$ cat config.mk
export PLATFORM = sky130hd
export DESIGN_NAME = image_scaler_flat
export DESIGN_NICKNAME = d
export VERILOG_FILES = /design/src/rtl/image_scaler_pkg.sv /design/src/rtl/image_scaler_if.sv /design/src/rtl/image_scaler_src_addr.sv /design/src/rtl/image_scaler.sv /design/src/flat_wrapper.sv
export SDC_FILE = /design/constraint.sdc
export NUM_CORES = 1
export LEC_CHECK = 0
export ABC_AREA = 1
export ABC_CLOCK_PERIOD_IN_PS = 7800
export CAP_MARGIN = 10
export CORE_MARGIN = 3
export CORE_UTILIZATION = 38
export DETAILED_ROUTE_END_ITERATION = 16
export GPL_ROUTABILITY_DRIVEN = 0
export PLACE_DENSITY_LB_ADDON = 0.1
export RECOVER_POWER = 25
export SLEW_MARGIN = 20
export SYNTH_ARGS = -nofsm -noshare
export SYNTH_HDL_FRONTEND = slang
export SYNTH_SLANG_ARGS = --single-unit
$ cat constraint.sdc
create_clock -name clk -period 7.8 [get_ports clk]
set_input_delay 1.56 -clock clk [delete_from_list [all_inputs] [get_ports clk]]
set_output_delay 1.56 -clock clk [all_outputs]
set_load 0.005 [all_outputs]
$ cat src/rtl/image_scaler_pkg.sv
// image_scaler_pkg: shared constants and scale tables for the pyramid address generator (rev 1.0).
`default_nettype none

package image_scaler_pkg;

  localparam int SRC_W     = 640;
  localparam int SRC_H     = 480;
  localparam int MAX_ROUND = 17;
  localparam int ADDR_W    = 19;
  localparam int ACC_W     = 18;
  localparam int CNT_W     = 10;
  localparam int STEP_W    = 13;
  localparam int ROUND_W   = 5;

  // step_r = round(256 * 1.2^r) in Q8.8
  localparam logic [STEP_W-1:0] STEP [0:MAX_ROUND] = '{
    13'd256,  13'd307,  13'd369,  13'd442,  13'd531,  13'd637,
    13'd764,  13'd917,  13'd1101, 13'd1321, 13'd1585, 13'd1902,
    13'd2283, 13'd2739, 13'd3287, 13'd3944, 13'd4733, 13'd5680
  };

  // W_r = floor(SRC_W*256 / step_r), H_r = floor(SRC_H*256 / step_r)
  localparam logic [CNT_W-1:0] W [0:MAX_ROUND] = '{
    10'd640, 10'd533, 10'd444, 10'd370, 10'd308, 10'd257,
    10'd214, 10'd178, 10'd148, 10'd124, 10'd103, 10'd86,
    10'd71,  10'd59,  10'd49,  10'd41,  10'd34,  10'd28
  };

  localparam logic [CNT_W-1:0] H [0:MAX_ROUND] = '{
    10'd480, 10'd400, 10'd333, 10'd278, 10'd231, 10'd192,
    10'd160, 10'd134, 10'd111, 10'd93,  10'd77,  10'd64,
    10'd53,  10'd44,  10'd37,  10'd31,  10'd25,  10'd21
  };

  function automatic logic [ROUND_W-1:0] clamp_round(input logic [ROUND_W-1:0] r);
    return (r > ROUND_W'(MAX_ROUND)) ? ROUND_W'(MAX_ROUND) : r;
  endfunction

endpackage

`default_nettype wire

$ cat src/rtl/image_scaler_if.sv
// image_scaler_if: control inputs and address outputs of the pyramid address generator (rev 1.0).
`default_nettype none

interface image_scaler_if;
  import image_scaler_pkg::*;

  logic               en;
  logic [ROUND_W-1:0] round_scale;
  logic [ADDR_W-1:0]  addr_request;
  logic [ADDR_W-1:0]  addr_scale;

  modport master (
    output en,
    output round_scale,
    input  addr_request,
    input  addr_scale
  );

  modport slave (
    input  en,
    input  round_scale,
    output addr_request,
    output addr_scale
  );

endinterface

`default_nettype wire

$ cat src/rtl/image_scaler_src_addr.sv
// image_scaler_src_addr: source-frame address y*640 + x built from shifts and adds (rev 1.0).
`default_nettype none

module image_scaler_src_addr
  import image_scaler_pkg::*;
(
  input  logic [CNT_W-1:0]  x_i,
  input  logic [CNT_W-1:0]  y_i,
  output logic [ADDR_W-1:0] addr_o
);

  logic [ADDR_W-1:0] y_ext;
  logic [ADDR_W-1:0] x_ext;

  assign y_ext  = {{(ADDR_W-CNT_W){1'b0}}, y_i};
  assign x_ext  = {{(ADDR_W-CNT_W){1'b0}}, x_i};
  // 640 = 512 + 128
  assign addr_o = (y_ext << 9) + (y_ext << 7) + x_ext;

endmodule

`default_nettype wire

$ cat src/rtl/image_scaler.sv
// image_scaler: nearest-neighbour pyramid address generator, one scaled pixel per enabled cycle (rev 1.0).
// Optional registered frame_done output when IMGSCL_DONE_EN is defined.
`default_nettype none

module image_scaler
  import image_scaler_pkg::*;
(
  input  logic          clk,
  input  logic          rst,
  image_scaler_if.slave bus
`ifdef IMGSCL_DONE_EN
  ,
  output logic          frame_done
`endif
);

  logic [CNT_W-1:0]   xd_q, xd_d, yd_q, yd_d;
  logic [ACC_W-1:0]   xa_q, xa_d, ya_q, ya_d;
  logic [ADDR_W-1:0]  sa_q, sa_d;
  logic [ADDR_W-1:0]  req_q, req_d;
  logic [ROUND_W-1:0] rq_q, rq_d;

  logic [ACC_W-1:0]   step;
  logic [CNT_W-1:0]   x_end;
  logic [CNT_W-1:0]   y_end;
  logic               last_x;
  logic               last_y;

  always_comb begin
    step   = {{(ACC_W-STEP_W){1'b0}}, STEP[rq_q]};
    x_end  = W[rq_q] - 10'd1;
    y_end  = H[rq_q] - 10'd1;
    last_x = (xd_q == x_end);
    last_y = (yd_q == y_end);
  end

  always_comb begin
    xd_d = xd_q;
    yd_d = yd_q;
    xa_d = xa_q;
    ya_d = ya_q;
    sa_d = sa_q;
    rq_d = rq_q;
    if (bus.en) begin
      if (last_x && last_y) begin
        xd_d = '0;
        yd_d = '0;
        xa_d = '0;
        ya_d = '0;
        sa_d = '0;
        rq_d = clamp_round(bus.round_scale);
      end else if (last_x) begin
        xd_d = '0;
        xa_d = '0;
        yd_d = yd_q + 10'd1;
        ya_d = ya_q + step;
        sa_d = sa_q + 19'd1;
      end else begin
        xd_d = xd_q + 10'd1;
        xa_d = xa_q + step;
        sa_d = sa_q + 19'd1;
      end
    end else if ((xd_q == '0) && (yd_q == '0)) begin
      // idle at the top of a frame: the next frame may pick up a new round
      rq_d = clamp_round(bus.round_scale);
    end
  end

  // address is computed from next-state accumulators so it lines up with sa_q
  image_scaler_src_addr u_src_addr (
    .x_i    (xa_d[ACC_W-1:8]),
    .y_i    (ya_d[ACC_W-1:8]),
    .addr_o (req_d)
  );

  always_ff @(posedge clk) begin
    if (rst) begin
      xd_q  <= '0;
      yd_q  <= '0;
      xa_q  <= '0;
      ya_q  <= '0;
      sa_q  <= '0;
      req_q <= '0;
      rq_q  <= clamp_round(bus.round_scale);
    end else begin
      xd_q  <= xd_d;
      yd_q  <= yd_d;
      xa_q  <= xa_d;
      ya_q  <= ya_d;
      sa_q  <= sa_d;
      req_q <= req_d;
      rq_q  <= rq_d;
    end
  end

  assign bus.addr_scale   = sa_q;
  assign bus.addr_request = req_q;

`ifdef IMGSCL_DONE_EN
  logic done_q, done_d;

  always_comb begin
    done_d = done_q;
    if (bus.en) begin
      done_d = (xd_d == x_end) && (yd_d == y_end);
    end
  end

  always_ff @(posedge clk) begin
    if (rst) begin
      done_q <= 1'b0;
    end else begin
      done_q <= done_d;
    end
  end

  assign frame_done = done_q;
`endif

endmodule

`default_nettype wire

$ cat src/flat_wrapper.sv
// flat-port wrapper written by rule: the top's interface ports become plain ports
module image_scaler_flat import image_scaler_pkg::*;
  (clk, rst, bus_en, bus_round_scale, bus_addr_request, bus_addr_scale);
  image_scaler_if bus_i ();
  input  logic clk;
  input  logic rst;
  input wire logic [$bits(bus_i.en)-1:0] bus_en;
  input wire logic [$bits(bus_i.round_scale)-1:0] bus_round_scale;
  output wire logic [$bits(bus_i.addr_request)-1:0] bus_addr_request;
  output wire logic [$bits(bus_i.addr_scale)-1:0] bus_addr_scale;
  assign bus_i.en = bus_en;
  assign bus_i.round_scale = bus_round_scale;
  assign bus_addr_request = bus_i.addr_request;
  assign bus_addr_scale = bus_i.addr_scale;
  image_scaler u_core (.clk(clk), .rst(rst), .bus(bus_i));
endmodule
==> impl_metrics.env <==
export IMPL_crit_family="compound AO/OA/AOI/OAI gates"
export IMPL_root_buffer="clkbuf_16"
export IMPL_die_y_um=143
export IMPL_slew_headroom=0.340
export IMPL_yosysWarnings=0
export IMPL_syn_nets=1139
export IMPL_tightest_slew_ns=0.982
export IMPL_crit_top_cell="inv_1"
export IMPL_worstHoldPathType="reg2reg"
export IMPL_via_per_inst=4.99
export IMPL_initial_core_util=0.391
export IMPL_post_cts_buffers=0
export IMPL_layout_worst_path_cycle_share=0.801
export IMPL_finalCriticalPeriod_ns=6.25
export IMPL_antenna_found_initial=0
export IMPL_synthFlopType="dfxtp_1"
export IMPL_status="finished clean"
export IMPL_synth_edf_count=5
export IMPL_synth_top_cell_area_share=0.245
export IMPL_cp_slowest_cell="edfxtp_1"
export IMPL_setup_tns_ns=0
export IMPL_ant_nets=0
export IMPL_criticalPathCategory="reg2reg"
export IMPL_syn_avg_cell_area_um2=6.69
export IMPL_crit_path_end_kind="flip-flop"
export IMPL_clk_latency_ns=0.35
export IMPL_fin_cells=1328
export IMPL_grt_pass1_vias=6126
export IMPL_grt_pass1_wl_mm=31.0
export IMPL_worst_path_buf_inv=8
export IMPL_yosysTopAreaCell="dfxtp_1"
export IMPL_p_leak_nw=3.84
export IMPL_final_area_um2=7980
export IMPL_grt_start_max_net_pins=31
export IMPL_core_um2=18200
export IMPL_cp_start_kind="flip-flop"
export IMPL_post_dp_hpwl_mm=14.5
export IMPL_grt_use_total=0.189
export IMPL_worstPathRequired_ns=8.05
export IMPL_vias=6630
export IMPL_dr_pass1_iters=5
export IMPL_drive_above_1_share=0.0710
export IMPL_synth_cells=1065
export IMPL_cts_max_level=3
export IMPL_area_delta_synth_final_pct=12.0
export IMPL_fmax_ghz=0.160
export IMPL_crit_path_max_fanout=8
export IMPL_async_flop_share=0
export IMPL_cts_sinks=92
export IMPL_hold_viol=0
export IMPL_clockBufferDepth=2
export IMPL_wl_mm=18.7
export IMPL_synth_seq_cells=92
export IMPL_dieArea_um2=20400
export IMPL_netlist_area_um2=7120
export IMPL_synth_cell_types=52
export IMPL_cts_inserted_buffers=9
export IMPL_seq_area_frac_synth=0.266
export IMPL_crit_arrival_ns=6.50
export IMPL_drcViolationCount=0
export IMPL_drv_slew=0
export IMPL_layout_nets=1169
export IMPL_total_power_mw=1.32
export IMPL_die_w_um=143
export IMPL_wire_per_inst_um=14.1
export IMPL_p_per_area_nw_per_um2=166
export IMPL_cts_hold_buf=0
export IMPL_place_area_um2=7690
export IMPL_vdd_ir_drop_max_mv=0.114
export IMPL_ioPinCount=46
export IMPL_path_clk_slew_ns=0.07
export IMPL_fillers=1918
export IMPL_gr_total_overflow=0
export IMPL_setup_violations=0
export IMPL_drv_cap=0
export IMPL_drt_iter0_drc=395
export IMPL_cts_resized=0
export IMPL_finClkSkew_ns=0.00955
export IMPL_slowest_delay_ns=0.46
export IMPL_portBuffers=45
export IMPL_rows=49
export IMPL_antennaDiodeCount=0
export IMPL_rsz0062_at_grt="false"
export IMPL_synthTopCellsByArea="dfxtp_1, nand2_1, ha_1, inv_1, nor2_1"
export IMPL_dp_cells=1313
export IMPL_post_route_util=0.438
export IMPL_cts_tree="yes"
## final timing paths
path                  start                           to  slack (ns)  cells past startpoint
min          u_core.ya_q[5]               u_core.ya_q[5]        0.46                      2
min reg2reg  u_core.ya_q[5]               u_core.ya_q[5]        0.46                      2
max reg2reg  u_core.rq_q[1]  u_core.bus.addr_request[18]        1.55                     36
max          u_core.rq_q[1]  u_core.bus.addr_request[18]        1.55                     36
## flip-flops by register name, summed over array words and instances, names as in the netlist, named ones only
name	cells
u_core.bus.addr_scale	19
u_core.ya_q	18
u_core.bus.addr_request	12
u_core.xa_q	11
u_core.xd_q	10
u_core.yd_q	10
u_core.rq_q	5
## cells by family after synthesis
family	share of synthesized area
AOI/OAI and AO/OA	0.129
and+or+nand+nor	0.333
DFF	0.266
adders and majority gates	0.119
xor gates and xnor gates	0.0430
buffers and inverters	0.108
muxes	0.00141
## where the power goes
| part | switching (mW) | internal (mW) | total [mW] |
|---|---|---|---|
| Clock | 0.205 | 0.238 | 0.443 |
| Combinational | 0.236 | 0.132 | 0.368 |
| Sequential | 0.0200 | 0.491 | 0.511 |
| Total | 0.461 | 0.861 | 1.32 |
## layout by cell type, fill, tap and decap left out, types with 3 or more instances in the layout
cell / n
clkbuf_16: 10
dfxtp_1: 87
inv_2: 12
nor4_1: 5
nand4_1: 23
nand3b_1: 4
nor3_1: 16
o21a_1: 4
edfxtp_1: 5
a211oi_1: 14
a21oi_1: 63
dlygate4sd3_1: 30
nor2_2: 16
o21ai_1: 3
fa_1: 3
inv_1: 138
o211ai_1: 3
ha_1: 63
xor2_1: 23
nor2_4: 4
nand3_2: 3
nand3_1: 68
a31oi_1: 6
nand2_1: 259
or2_2: 5
nand2_2: 14
inv_6: 3
a21o_1: 3
nor3b_1: 5
o31ai_1: 6
buf_4: 3
o21ai_0: 45
nor2_1: 102
clkdlybuf4s50_1: 15
xnor2_1: 12
## cell type report
class	count	area [µm²]	share of cell area
clock buffer	10	250	0.0314
clock inverter	5	42.5	0.00533
inverter	153	577	0.0723
multi-input combinational	791	4460	0.559
sequential	92	1890	0.237
tap	229	287	0.0359
timing repair buffer	48	473	0.0593
## synth_stat cells (6+ instances only)
library cell,instances
xnor2_1,12
inv_1,138
ha_1,63
dfxtp_1,87
inv_2,12
o21ai_0,45
xor2_1,23
nor2_1,102
buf_2,6
nor3_1,16
clkbuf_1,8
o31ai_1,6
a211oi_1,14
nand2_1,259
buf_4,9
nor2_2,16
nand4_1,23
a21oi_1,63
nand3_1,68
a31oi_1,6
nand2_2,14
buf_6,6
## layer usage
layer | wire (µm) | GRT usage | vias to the layer above
met3 | 775 | 0.0338 | 28
li1 | - | - | 3532
met1 | 9560 | 0.273 | 2915
met5 | 0 | 0 | -
met4 | 429 | 0.0595 | 0
met2 | 7900 | 0.284 | 155
## worst min-delay path, delay by kind of cell (launching register included)
kind          cells  cell delay (ns)
flops             1             0.32
simple gates      2             0.10
## through the flow
step / setup slack [ns] / hold WS [ns]
global placement: 1.73 / 0.449
floorplan: 2.35 / 0.433
finish: 1.55 / 0.461
CTS: 1.56 / 0.462
global route: 0.821 / 0.479
detailed placement: 1.58 / 0.450
No activity file was read; power rests on OpenSTA's default activity.
